### src/rtl/pkt_tx_framer.sv
// pkt_tx_framer: transmit framer emitting header, payload and ones-complement checksum.
// Optional macro CHK_ERR_INJ_EN adds err_inj to corrupt the checksum for receiver tests.
module pkt_tx_framer #(
    parameter int          MAX_LEN  = 599,
    parameter int          IFG      = 4,
    parameter logic [15:0] HDR_DATA = 16'h55D5,
    parameter logic [15:0] HDR_CTRL = 16'h55D4
) (
    input  logic        clk_100m,
    input  logic        rst,
    input  logic        start,
    input  logic        hdr_type,
    input  logic [9:0]  len,
    output logic        busy,
    input  logic        pl_valid,
    input  logic [15:0] pl_data,
    output logic        pl_ready,
    output logic        vid_out,
    output logic [15:0] data_out,
    output logic        err_len,
    output logic        err_underrun
`ifdef CHK_ERR_INJ_EN
    ,
    input  logic        err_inj
`endif
);

    typedef enum logic [1:0] {
        IDLE,
        PAY,
        CHK,
        GAP
    } state_t;

    localparam int          GW       = (IFG > 1) ? $clog2(IFG) : 1;
    localparam logic [GW-1:0] GAP_INIT = GW'(IFG - 1);
    localparam logic [9:0]  MAX_L    = 10'(MAX_LEN);

    state_t        state_q, state_d;
    logic [9:0]    cnt_q, cnt_d;
    logic [16:0]   acc_q, acc_d;
    logic [GW-1:0] gap_q, gap_d;
    logic [15:0]   data_q, data_d;
    logic          vid_q, vid_d;
    logic          busy_q, busy_d;
    logic          el_q, el_d;
    logic          eu_q, eu_d;

    logic          len_ok;
    logic [16:0]   acc_sum;
    logic [15:0]   fold;
    logic [15:0]   chk;
    logic [15:0]   chk_tx;
    logic [15:0]   hdr_word;

`ifdef CHK_ERR_INJ_EN
    logic          inj_q, inj_d;
`endif

    // Length legality, end-around accumulation and checksum folding
    always_comb begin
        len_ok   = (len != 10'd0) && (len <= MAX_L);
        acc_sum  = {1'b0, acc_q[15:0]} + {16'd0, acc_q[16]}
                 + {1'b0, pl_data};
        fold     = acc_q[15:0] + {15'd0, acc_q[16]};
        chk      = (fold == 16'hFFFF) ? 16'hFFFF : ~fold;
        hdr_word = hdr_type ? HDR_CTRL : HDR_DATA;
`ifdef CHK_ERR_INJ_EN
        chk_tx   = inj_q ? (chk + 16'd1) : chk;
`else
        chk_tx   = chk;
`endif
    end

    // Next-state and next-output decode
    always_comb begin
        state_d = state_q;
        cnt_d   = cnt_q;
        acc_d   = acc_q;
        gap_d   = gap_q;
        data_d  = data_q;
        vid_d   = vid_q;
        busy_d  = busy_q;
        el_d    = 1'b0;
        eu_d    = 1'b0;
`ifdef CHK_ERR_INJ_EN
        inj_d   = inj_q;
`endif
        unique case (state_q)
            IDLE: begin
                vid_d  = 1'b0;
                data_d = 16'd0;
                busy_d = 1'b0;
                if (start) begin
                    if (len_ok) begin
                        data_d  = hdr_word;
                        vid_d   = 1'b1;
                        busy_d  = 1'b1;
                        cnt_d   = len;
                        acc_d   = 17'd0;
`ifdef CHK_ERR_INJ_EN
                        inj_d   = err_inj;
`endif
                        state_d = PAY;
                    end else begin
                        // a held bad start still yields isolated pulses
                        el_d = ~el_q;
                    end
                end
            end
            PAY: begin
                if (pl_valid) begin
                    data_d = pl_data;
                    acc_d  = acc_sum;
                    cnt_d  = cnt_q - 10'd1;
                    if (cnt_q == 10'd1) begin
                        state_d = CHK;
                    end
                end else begin
                    // underrun: truncate, no checksum
                    vid_d   = 1'b0;
                    data_d  = 16'd0;
                    eu_d    = 1'b1;
                    gap_d   = GAP_INIT;
                    state_d = GAP;
                end
            end
            CHK: begin
                data_d  = chk_tx;
                gap_d   = GAP_INIT;
                state_d = GAP;
            end
            GAP: begin
                vid_d  = 1'b0;
                data_d = 16'd0;
                if (gap_q == '0) begin
                    busy_d  = 1'b0;
                    state_d = IDLE;
                end else begin
                    gap_d = gap_q - GW'(1);
                end
            end
            default: begin
                state_d = IDLE;
            end
        endcase
    end

    // State and registered outputs
    always_ff @(posedge clk_100m) begin
        if (rst) begin
            state_q <= IDLE;
            cnt_q   <= 10'd0;
            acc_q   <= 17'd0;
            gap_q   <= '0;
            data_q  <= 16'd0;
            vid_q   <= 1'b0;
            busy_q  <= 1'b0;
            el_q    <= 1'b0;
            eu_q    <= 1'b0;
        end else begin
            state_q <= state_d;
            cnt_q   <= cnt_d;
            acc_q   <= acc_d;
            gap_q   <= gap_d;
            data_q  <= data_d;
            vid_q   <= vid_d;
            busy_q  <= busy_d;
            el_q    <= el_d;
            eu_q    <= eu_d;
        end
    end

`ifdef CHK_ERR_INJ_EN
    // Checksum corruption flag held for the frame
    always_ff @(posedge clk_100m) begin
        if (rst) begin
            inj_q <= 1'b0;
        end else begin
            inj_q <= inj_d;
        end
    end
`endif

    // Output drive; pl_ready is the only combinational output
    always_comb begin
        pl_ready     = (state_q == PAY);
        vid_out      = vid_q;
        data_out     = data_q;
        busy         = busy_q;
        err_len      = el_q;
        err_underrun = eu_q;
    end

endmodule

### config.mk
export PLATFORM = sky130hd
export DESIGN_NAME = pkt_tx_framer
export DESIGN_NICKNAME = d
export VERILOG_FILES = /design/src/rtl/pkt_tx_framer.sv
export SDC_FILE = /design/constraint.sdc
export NUM_CORES = 1
export LEC_CHECK = 0
export BUFFER_PORTS_ARGS = -buffer_cell sky130_fd_sc_hd__clkbuf_2
export CORE_ASPECT_RATIO = 1.75
export CORE_MARGIN = 5
export CORE_UTILIZATION = 52
export DETAILED_ROUTE_END_ITERATION = 8
export PLACE_DENSITY_LB_ADDON = 0.25
export SLEW_MARGIN = 20
export SYNTH_ARGS = -nofsm -noshare
export SYNTH_HDL_FRONTEND = slang
export SYNTH_SLANG_ARGS = --single-unit
### constraint.sdc
create_clock -name clk_100m -period 2.53 [get_ports clk_100m]
set_clock_uncertainty 0.15 [all_clocks]
set_input_delay 0.253 -clock clk_100m [delete_from_list [all_inputs] [get_ports clk_100m]]
set_output_delay 0.253 -clock clk_100m [all_outputs]
set_load 0.05 [all_outputs]
==> flow_summary.yaml, run 1 <==
status:
  status: "finished, final reports clean"
floorplanning:
  die_area_sq_um: 8590
  row_count: 39
  core_area_sq_um: 6590
  floorplan.die.width_um: 72.2
  die_h_um: 119
  ios: 52
  start_util: 0.535
timing:
  final.setup.tns_ns: 0
  number_of_max_slew_violations_in_the_final_report: 0
  setup_viol: 0
  post-route-min-period_ns: 2.48
  rsz0062_at_grt: "true"
  fmax_mhz: 403
  hold_viol: 0
  slew_headroom: 0.555
  crit_share_post_route: 0.980
  tightest_slew_ns: 0.658
  final.setup.worst_slack_ns: 0.0514
  fin_hold_ws_ns: 0.0706
drt:
  routedWlPerCell_um: 16.8
  via_per_inst: 6.07
  route.final.wire_length_um: 10100
  drcViolationCount: 0
  antenna_left: 0
  drtPass1Iterations: 4
  drtIter0Drc: 254
  vias: 3639
yosys:
  synthArstFlopShare: 0
  synth_common_cells: "sky130_fd_sc_hd__a21oi_1 (54), sky130_fd_sc_hd__dfxtp_1 (51), sky130_fd_sc_hd__nand2_1 (39)"
  synth_cells: 455
  yosysMostFrequentCell: "sky130_fd_sc_hd__a21oi_1"
  yosys_most_used_dff: "sky130_fd_sc_hd__dfxtp_1"
  synthesis.nets: 514
  post_synth_edffs: 0
  synth_seq_cells: 51
  yosysWarningCount: 0
  synthDistinctLibCells: 59
  synthTopCellsByArea: "sky130_fd_sc_hd__dfxtp_1 (29%), sky130_fd_sc_hd__ha_1 (9.2%), sky130_fd_sc_hd__a21oi_1 (7.7%)"
  post_syn_area_sq_um: 3520
  netlist.area_leader.share: 0.290
  yosys.area.top_type: "sky130_fd_sc_hd__dfxtp_1"
  syn-mean-instance-area_sq_um: 7.75
  share_of_synthesized_area_occupied_by_flip_flops_and_latches: 0.290
grt:
  groute.layer.met1.usage: 0.237
  grt_first_pass_wirelength_um: 15900
  global_route.overflow_total: 0
  global_route.peak_usage_layer: "met2"
  grt_use_total: 0.232
  number_of_global_route_vias_before_repair: 3486
  grt_util_met2: 0.421
  grt_max_degree: 32
  met3_usage: 0.0261
  antenna_found_initial: 0
critical_path:
  crit_arrival_ns: 2.51
  worstPathMaxFanout: 4
  critPathKind: "flop to flop"
  critPathMostFrequentCell: "sky130_fd_sc_hd__fa_1"
  crit_path_top_delay_cell: "sky130_fd_sc_hd__fa_1"
  timing.critical_path.from_type: "flop"
  critical_path.max_stage_delay_ns: 0.38
  crit_chain: "fa_1, inv_1, fa_1, nand2b_1, a21oi_2, o221ai_2, buf_4, o21bai_1, xor2_1, a22o_1"
  timing.critical_path.required_ns: 2.56
  critical_path_endpoint_category: "flop"
clock_network:
  cts_root_buf: "sky130_fd_sc_hd__clkbuf_16"
  cts.sinks: 51
  cts-hold-fix-buffers: 0
  worst_setup_hold_path_clk_slew_ns: 0.07
  cts_inserted_buffers: 5
  htree_num_levels: 2
  cts-root-to-sink-buffers: 2
  worstSkewPairLatency_ns: 0.29
  tritoncts: "yes"
placement:
  gp_routability_congestion: 0.903
  place_worst_setup_slack_ns: -0.0778
  port_buffers: 51
  dpl.hpwl_um: 7690
layout:
  areaGrowthSynthToFinish_pct: 20.3
  final_core_utilization: 0.643
  layout-drive-gt1-share: 0.207
  finalNetCount: 576
  antenna_cells: 0
flow_run:
  maxCapViolCount: 0
worst_hold_path:
  timing.hold.worst.class: "input port to flop"
power:
  powerDensity_nw_per_um2: 931
  peak_ir_drop_on_the_vdd_network_mv: 0.668
  total_leakage_power_nw: 1.73
-- cells by family (layout without fill, tap and decap cells) --
| kind of cell | after synthesis | in the layout | share of synthesized area |
|---|---|---|---|
| AO/OA/AOI/OAI | 160 | 160 | 0.283 |
| flip-flops | 51 | 51 | 0.290 |
| XOR/XNOR | 24 | 24 | 0.0596 |
| AND/OR/NAND/NOR | 146 | 146 | 0.207 |
| multiplexers | 1 | 1 | 0.00319 |
| adder cells (fa/ha/maj) | 28 | 28 | 0.104 |
| buffers and inverters | 45 | 108 | 0.0536 |
-- power breakdown --
group	switching [mW]	total [mW]	internal, mW
combinational	1.32	2.05	0.735
clock	0.293	0.714	0.422
sequential	0.172	1.18	1.01
-- metrics by stage --
step	area, sq um	total power, mW	std cells
floorplan	3520	2.61	455
global placement	3960	3.16	590
detailed placement	3960	3.20	590
CTS	4120	3.92	598
global route	4240	4.22	600
finish	4240	3.95	600
-- worst max-delay path, delay by kind of cell, from the launching register on --
kind	cells	cell delay, ns
AO/OA/AOI/OAI	4	0.77
XOR/XNOR	1	0.09
adder cells (fa/ha/maj)	2	0.59
buffers and inverters	2	0.22
flip-flops	1	0.34
AND/OR/NAND/NOR	1	0.21
-- state kept, by name (all words and copies together) (netlist names) --
signal	flops
err_underrun	1
state_q	2
vid_out	1
gap_q	2
cnt_q	10
err_len	1
busy	1
data_out	16
acc_q	17
-- final timing paths --
check | startpoint | end | slack [ns] | depth (start not counted)
worst max register to register | acc_q[16] | acc_q[10] | 0.05 | 10
worst max-delay path | acc_q[16] | acc_q[10] | 0.05 | 10
worst min register to register | err_len | err_len | 0.28 | 1
worst min-delay path | pl_data[9] | data_out[9] | 0.07 | 3
-- what timing repair did --
item	CTS	global route
setup endpoints to repair	17	21
pin swaps	1	15
cloned	0	1
setup buffers	0	1
gates resized for setup	2	29
-- cell usage in the layout, fill, tap and decap left out, drive strengths merged, types with 5 or more instances in the layout --
master	synthesis	final
ha	26	26
a22o	8	8
a21oi	54	54
nand2	39	39
nor2b	7	7
nor2	38	38
and3	6	6
nor4	5	5
dfxtp	51	51
nand4	7	7
o21ai	46	46
a21boi	5	5
nand3	12	12
nor3	6	6
a21o	5	5
xnor2	13	13
nand2b	8	8
inv	23	23
buf	7	26
clkbuf	15	59
xor2	11	11
-- routing by layer --
metal | part of all wire | wire, um
met5 | 0 | 0
met4 | 0.073 | 731
met3 | 0.037 | 375
met2 | 0.53 | 5290
met1 | 0.36 | 3670
-- layout make-up --
cell class	count	area, sq um
well taps	82	103
flip-flops and latches	51	1020
repair buffers	77	454
clock buffers	8	156
multi-input cells	359	2420
fillers	599	2350
inverters	23	86.3
(Power assumes the default switching activity.)
==> run 2: changes to the inputs <==
- RECOVER_POWER: not set -> 25
- REMOVE_ABC_BUFFERS: not set -> 1
==> run 2 against run 1 <==
Net effect: critical path depth increased by 1; register-to-register slack is essentially flat; critical path type unchanged; sequential power about the same; cell count fell by 0.33%; non-clock buffer count is 2 lower; critical endpoint is now data_out[4].
==> flow_summary.yaml, run 2 (synthesized netlist as in run 1, its figures left out) <==
status:
  status: "finished, final reports clean"
power:
  total_leakage_power_nw: 1.66
  peak_ir_drop_on_the_vdd_network_mv: 0.726
  powerDensity_nw_per_um2: 931
layout:
  fin_cells: 598
  areaGrowthSynthToFinish_pct: 19.7
  leading_cell_type_in_the_layout_fill_and_taps_excluded: "sky130_fd_sc_hd__a21oi_1"
  finalNetCount: 574
  most-common-layout-cells: "sky130_fd_sc_hd__a21oi_1 (51), sky130_fd_sc_hd__dfxtp_1 (49), sky130_fd_sc_hd__nand2_1 (39), sky130_fd_sc_hd__nor2_1 (38), sky130_fd_sc_hd__clkbuf_2 (36)"
  antenna_cells: 0
  largest_reg_flops: 17
  final_cell_area_sq_um: 4220
  layout-drive-gt1-share: 0.184
  largest_register: "acc_q"
  final_core_utilization: 0.641
floorplanning:
  core_area_sq_um: 6590
  ios: 52
  die_area_sq_um: 8590
  floorplan.die.width_um: 72.2
  row_count: 39
  die_h_um: 119
  start_util: 0.535
grt:
  grt_max_degree: 33
  number_of_global_route_vias_before_repair: 3670
  grt_use_total: 0.231
  grt_first_pass_wirelength_um: 16100
  antenna_found_initial: 0
  global_route.overflow_total: 0
drt:
  drcViolationCount: 0
  met3RoutedLength_um: 478
  drtIter0Drc: 239
  drtPass1Iterations: 5
  antenna_left: 0
  route.final.wire_length_um: 9950
  top_layer: "met4"
  routedWlPerCell_um: 16.6
  wl_met2_um: 5510
  wl_met1_um: 3570
  vias: 3590
  via_per_inst: 6.00
timing:
  hold_viol: 0
  post-route-min-period_ns: 2.47
  slew_headroom: 0.550
  final.setup.tns_ns: 0
  fmax_mhz: 404
  number_of_max_slew_violations_in_the_final_report: 0
  setup_viol: 0
  final.setup.worst_slack_ns: 0.0575
  crit_share_post_route: 0.977
  tightest_slew_ns: 0.673
critical_path:
  worstRegToRegCells: 11
  worstPathMaxFanout: 8
  critPathKind: "flop to flop"
  crit_chain: "buf_4, ha_4, ha_4, buf_4, nand2b_1, a21oi_2, o221ai_2, a2111oi_4, buf_6, o21ai_0, a21oi_1"
  critical_path.max_stage_delay_ns: 0.40
  crit_arrival_ns: 2.55
  timing.critical_path.from_type: "flop"
  critical_path_endpoint_category: "flop"
  crit_path_top_delay_cell: "sky130_fd_sc_hd__a2111oi_4"
  timing.critical_path.required_ns: 2.61
worst_hold_path:
  timing.hold.worst.class: "input port to flop"
  timing.hold.worst_path_depth: 3
clock_network:
  htree_num_levels: 2
  worst_setup_hold_path_clk_slew_ns: 0.07
  cts_root_buf: "sky130_fd_sc_hd__clkbuf_16"
  cts.sinks: 51
  worstSkewPairLatency_ns: 0.30
  cts-root-to-sink-buffers: 2
  tritoncts: "yes"
  cts_inserted_buffers: 5
flow_run:
  maxCapViolCount: 0
placement:
  dpl.hpwl_um: 7630
  dpl_cell_area_sq_um: 3950
  port_buffers: 51
  place_worst_setup_slack_ns: -0.148
  gp_routability_congestion: 0.853
  placedCellCount: 589
run 2: path summary, 6_finish.rpt:
kind | end | from | slack (ns)
worst max register to register | data_out[4] | acc_q[0] | 0.06
worst min-delay path | data_out[11] | pl_data[11] | 0.06
worst max-delay path | data_out[4] | acc_q[0] | 0.06
worst min register to register | err_len | err_len | 0.29
run 2: per-layer routing:
layer	vias to the layer above	track usage
met3	37	0.0354
met4	0	0.114
met5	-	0
met2	130	0.442
li1	1762	-
met1	1661	0.231
run 2: metrics by stage:
stage / hold slack (ns) / total power, mW
floorplan: 0.172 / 2.56
global placement: 0.268 / 3.15
detailed placement: 0.280 / 3.19
CTS: 0.0596 / 3.91
global route: 0.0756 / 4.22
finish: 0.0599 / 3.93
run 2: timing repair:
item,CTS,global route
cloned,0,1
endpoints found under the setup margin,15,26
buffers inserted,0,0
pin swaps,0,14
hold buffers,0,0
resized for setup,3,33
endpoints found under the hold margin,0,0
run 2: cell type report:
| class | count | area (sq um) |
|---|---|---|
| multi-input cells | 359 | 2430 |
| inverters | 23 | 86.3 |
| well taps | 82 | 103 |
| fillers | 615 | 2370 |
| clock buffers | 8 | 156 |
| flip-flops and latches | 51 | 1020 |
| repair buffers | 75 | 424 |
run 2: critical path, delay by kind of cell (launching register included):
kind / cells / cell delay [ns]
AOI/OAI and AO/OA: 5 / 0.98
buffers and inverters: 3 / 0.49
DFF: 1 / 0.33
adders and majority gates: 2 / 0.32
and+or+nand+nor: 1 / 0.14
run 2: power breakdown:
| part | internal (mW) | total (mW) | switching, mW |
|---|---|---|---|
| combinational | 0.710 | 2.03 | 1.32 |
| sequential | 1.01 | 1.18 | 0.167 |
| clock | 0.422 | 0.724 | 0.302 |
==> run 3: changes to the inputs <==
- REMOVE_ABC_BUFFERS: 1 -> not set
==> run 3 against run 2 <==
Net effect: non-clock buffer count increased by 2; largest power group unchanged; setup slack got worse by 0.0078 ns; register-to-register slack about the same; largest cell class unchanged; clock power decreased by 1%; final area about the same; worst hold slack improved by 0.0097 ns.
==> flow_summary.yaml, run 3 (synthesized netlist as in run 1, its figures left out) <==
floorplanning:
  ios: 52
  start_util: 0.535
  die_area_sq_um: 8590
  core_area_sq_um: 6590
  row_count: 39
  die_h_um: 119
  floorplan.die.width_um: 72.2
critical_path:
  timing.critical_path.from_type: "flop"
  crit_arrival_ns: 2.51
  worstRegToRegCells: 10
  timing.critical_path.required_ns: 2.56
  critical_path_endpoint_category: "flop"
  critPathKind: "flop to flop"
  worstPathMaxFanout: 4
drt:
  via_per_inst: 6.06
  routedWlPerCell_um: 16.8
  route.final.wire_length_um: 10100
  drcViolationCount: 0
  antenna_left: 0
  drtPass1Iterations: 4
  vias: 3638
  drtIter0Drc: 254
timing:
  setup_viol: 0
  rsz0062_at_grt: "true"
  slew_headroom: 0.555
  crit_share_post_route: 0.980
  hold_viol: 0
  number_of_max_slew_violations_in_the_final_report: 0
  post-route-min-period_ns: 2.48
  tightest_slew_ns: 0.658
  fmax_mhz: 403
power:
  total_power_mw: 3.93
  total_leakage_power_nw: 1.69
  powerDensity_nw_per_um2: 931
  peak_ir_drop_on_the_vdd_network_mv: 0.668
layout:
  antenna_cells: 0
  most-common-layout-cells: "sky130_fd_sc_hd__a21oi_1 (51), sky130_fd_sc_hd__dfxtp_1 (49), sky130_fd_sc_hd__nand2_1 (39), sky130_fd_sc_hd__nor2_1 (38), sky130_fd_sc_hd__clkbuf_2 (38)"
  largest_reg_flops: 17
  leading_cell_type_in_the_layout_fill_and_taps_excluded: "sky130_fd_sc_hd__a21oi_1"
  largest_register: "acc_q"
  areaGrowthSynthToFinish_pct: 19.8
  final_core_utilization: 0.641
  finalNetCount: 576
  layout-drive-gt1-share: 0.181
  final_cell_area_sq_um: 4220
worst_hold_path:
  timing.hold.worst_path_depth: 3
  timing.hold.worst.class: "input port to flop"
grt:
  grt_use_total: 0.232
  number_of_global_route_vias_before_repair: 3486
  global_route.overflow_total: 0
  grt_max_degree: 32
  antenna_found_initial: 0
  grt_first_pass_wirelength_um: 15900
clock_network:
  cts-hold-fix-buffers: 0
  cts-root-to-sink-buffers: 2
  cts_inserted_buffers: 5
  htree_num_levels: 2
  tritoncts: "yes"
  cts.sinks: 51
  worstSkewPairLatency_ns: 0.29
  worst_setup_hold_path_clk_slew_ns: 0.07
  cts_root_buf: "sky130_fd_sc_hd__clkbuf_16"
status:
  status: "finished, final reports clean"
placement:
  gp_routability_congestion: 0.903
  dpl.hpwl_um: 7690
  dpl_cell_area_sq_um: 3960
  port_buffers: 51
flow_run:
  maxCapViolCount: 0
run 3: what timing repair did:
action	CTS	global route
pin swaps	1	15
resized for setup	2	29
setup endpoints to repair	17	21
gates cloned	0	1
setup buffers	0	1
run 3: stage by stage:
| stage | std cells | setup TNS (ns) | hold slack (ns) | setup slack [ns] |
|---|---|---|---|---|
| floorplan | 455 | 0 | 0.235 | 0.0690 |
| global placement | 590 | -0.0786 | 0.271 | -0.0340 |
| detailed placement | 590 | -0.415 | 0.273 | -0.0778 |
| CTS | 598 | -0.0478 | 0.0656 | -0.0158 |
| global route | 600 | -0.267 | 0.0912 | -0.0733 |
| finish | 600 | 0 | 0.0697 | 0.0497 |
run 3: routing by layer:
layer / vias to the layer above / wire, um / GRT usage
li1: 1769 / - / -
met4: 0 / 727 / 0.159
met1: 1710 / 3700 / 0.237
met3: 51 / 357 / 0.0261
met5: - / 0 / 0
met2: 108 / 5300 / 0.421
run 3: worst max-delay path: stages, from the launching register on:
cell,delay (ns)
sky130_fd_sc_hd__dfxtp_1,0.34
sky130_fd_sc_hd__fa_1,0.21
sky130_fd_sc_hd__inv_1,0.06
sky130_fd_sc_hd__fa_1,0.38
sky130_fd_sc_hd__nand2b_1,0.21
sky130_fd_sc_hd__a21oi_2,0.25
sky130_fd_sc_hd__o221ai_2,0.15
sky130_fd_sc_hd__buf_4,0.16
sky130_fd_sc_hd__o21bai_1,0.16
sky130_fd_sc_hd__xor2_1,0.09
sky130_fd_sc_hd__a22o_1,0.21
run 3: final cells by class:
class / instances / area, sq um
multi-input cells: 359 / 2420
fillers: 607 / 2360
flip-flops and latches: 51 / 1020
repair buffers: 77 / 438
clock buffers: 8 / 156
well taps: 82 / 103
inverters: 23 / 86.3
run 3: path summary, 6_finish.rpt:
check / start / end / slack, ns
min reg2reg: err_len / err_len / 0.28
max reg2reg: acc_q[16] / acc_q[10] / 0.05
max: acc_q[16] / acc_q[10] / 0.05
min: pl_data[13] / data_out[13] / 0.07
run 3: report_power, final:
group          switching (mW)  internal [mW]
sequential              0.172           1.01
clock                   0.294          0.422
combinational            1.32          0.720
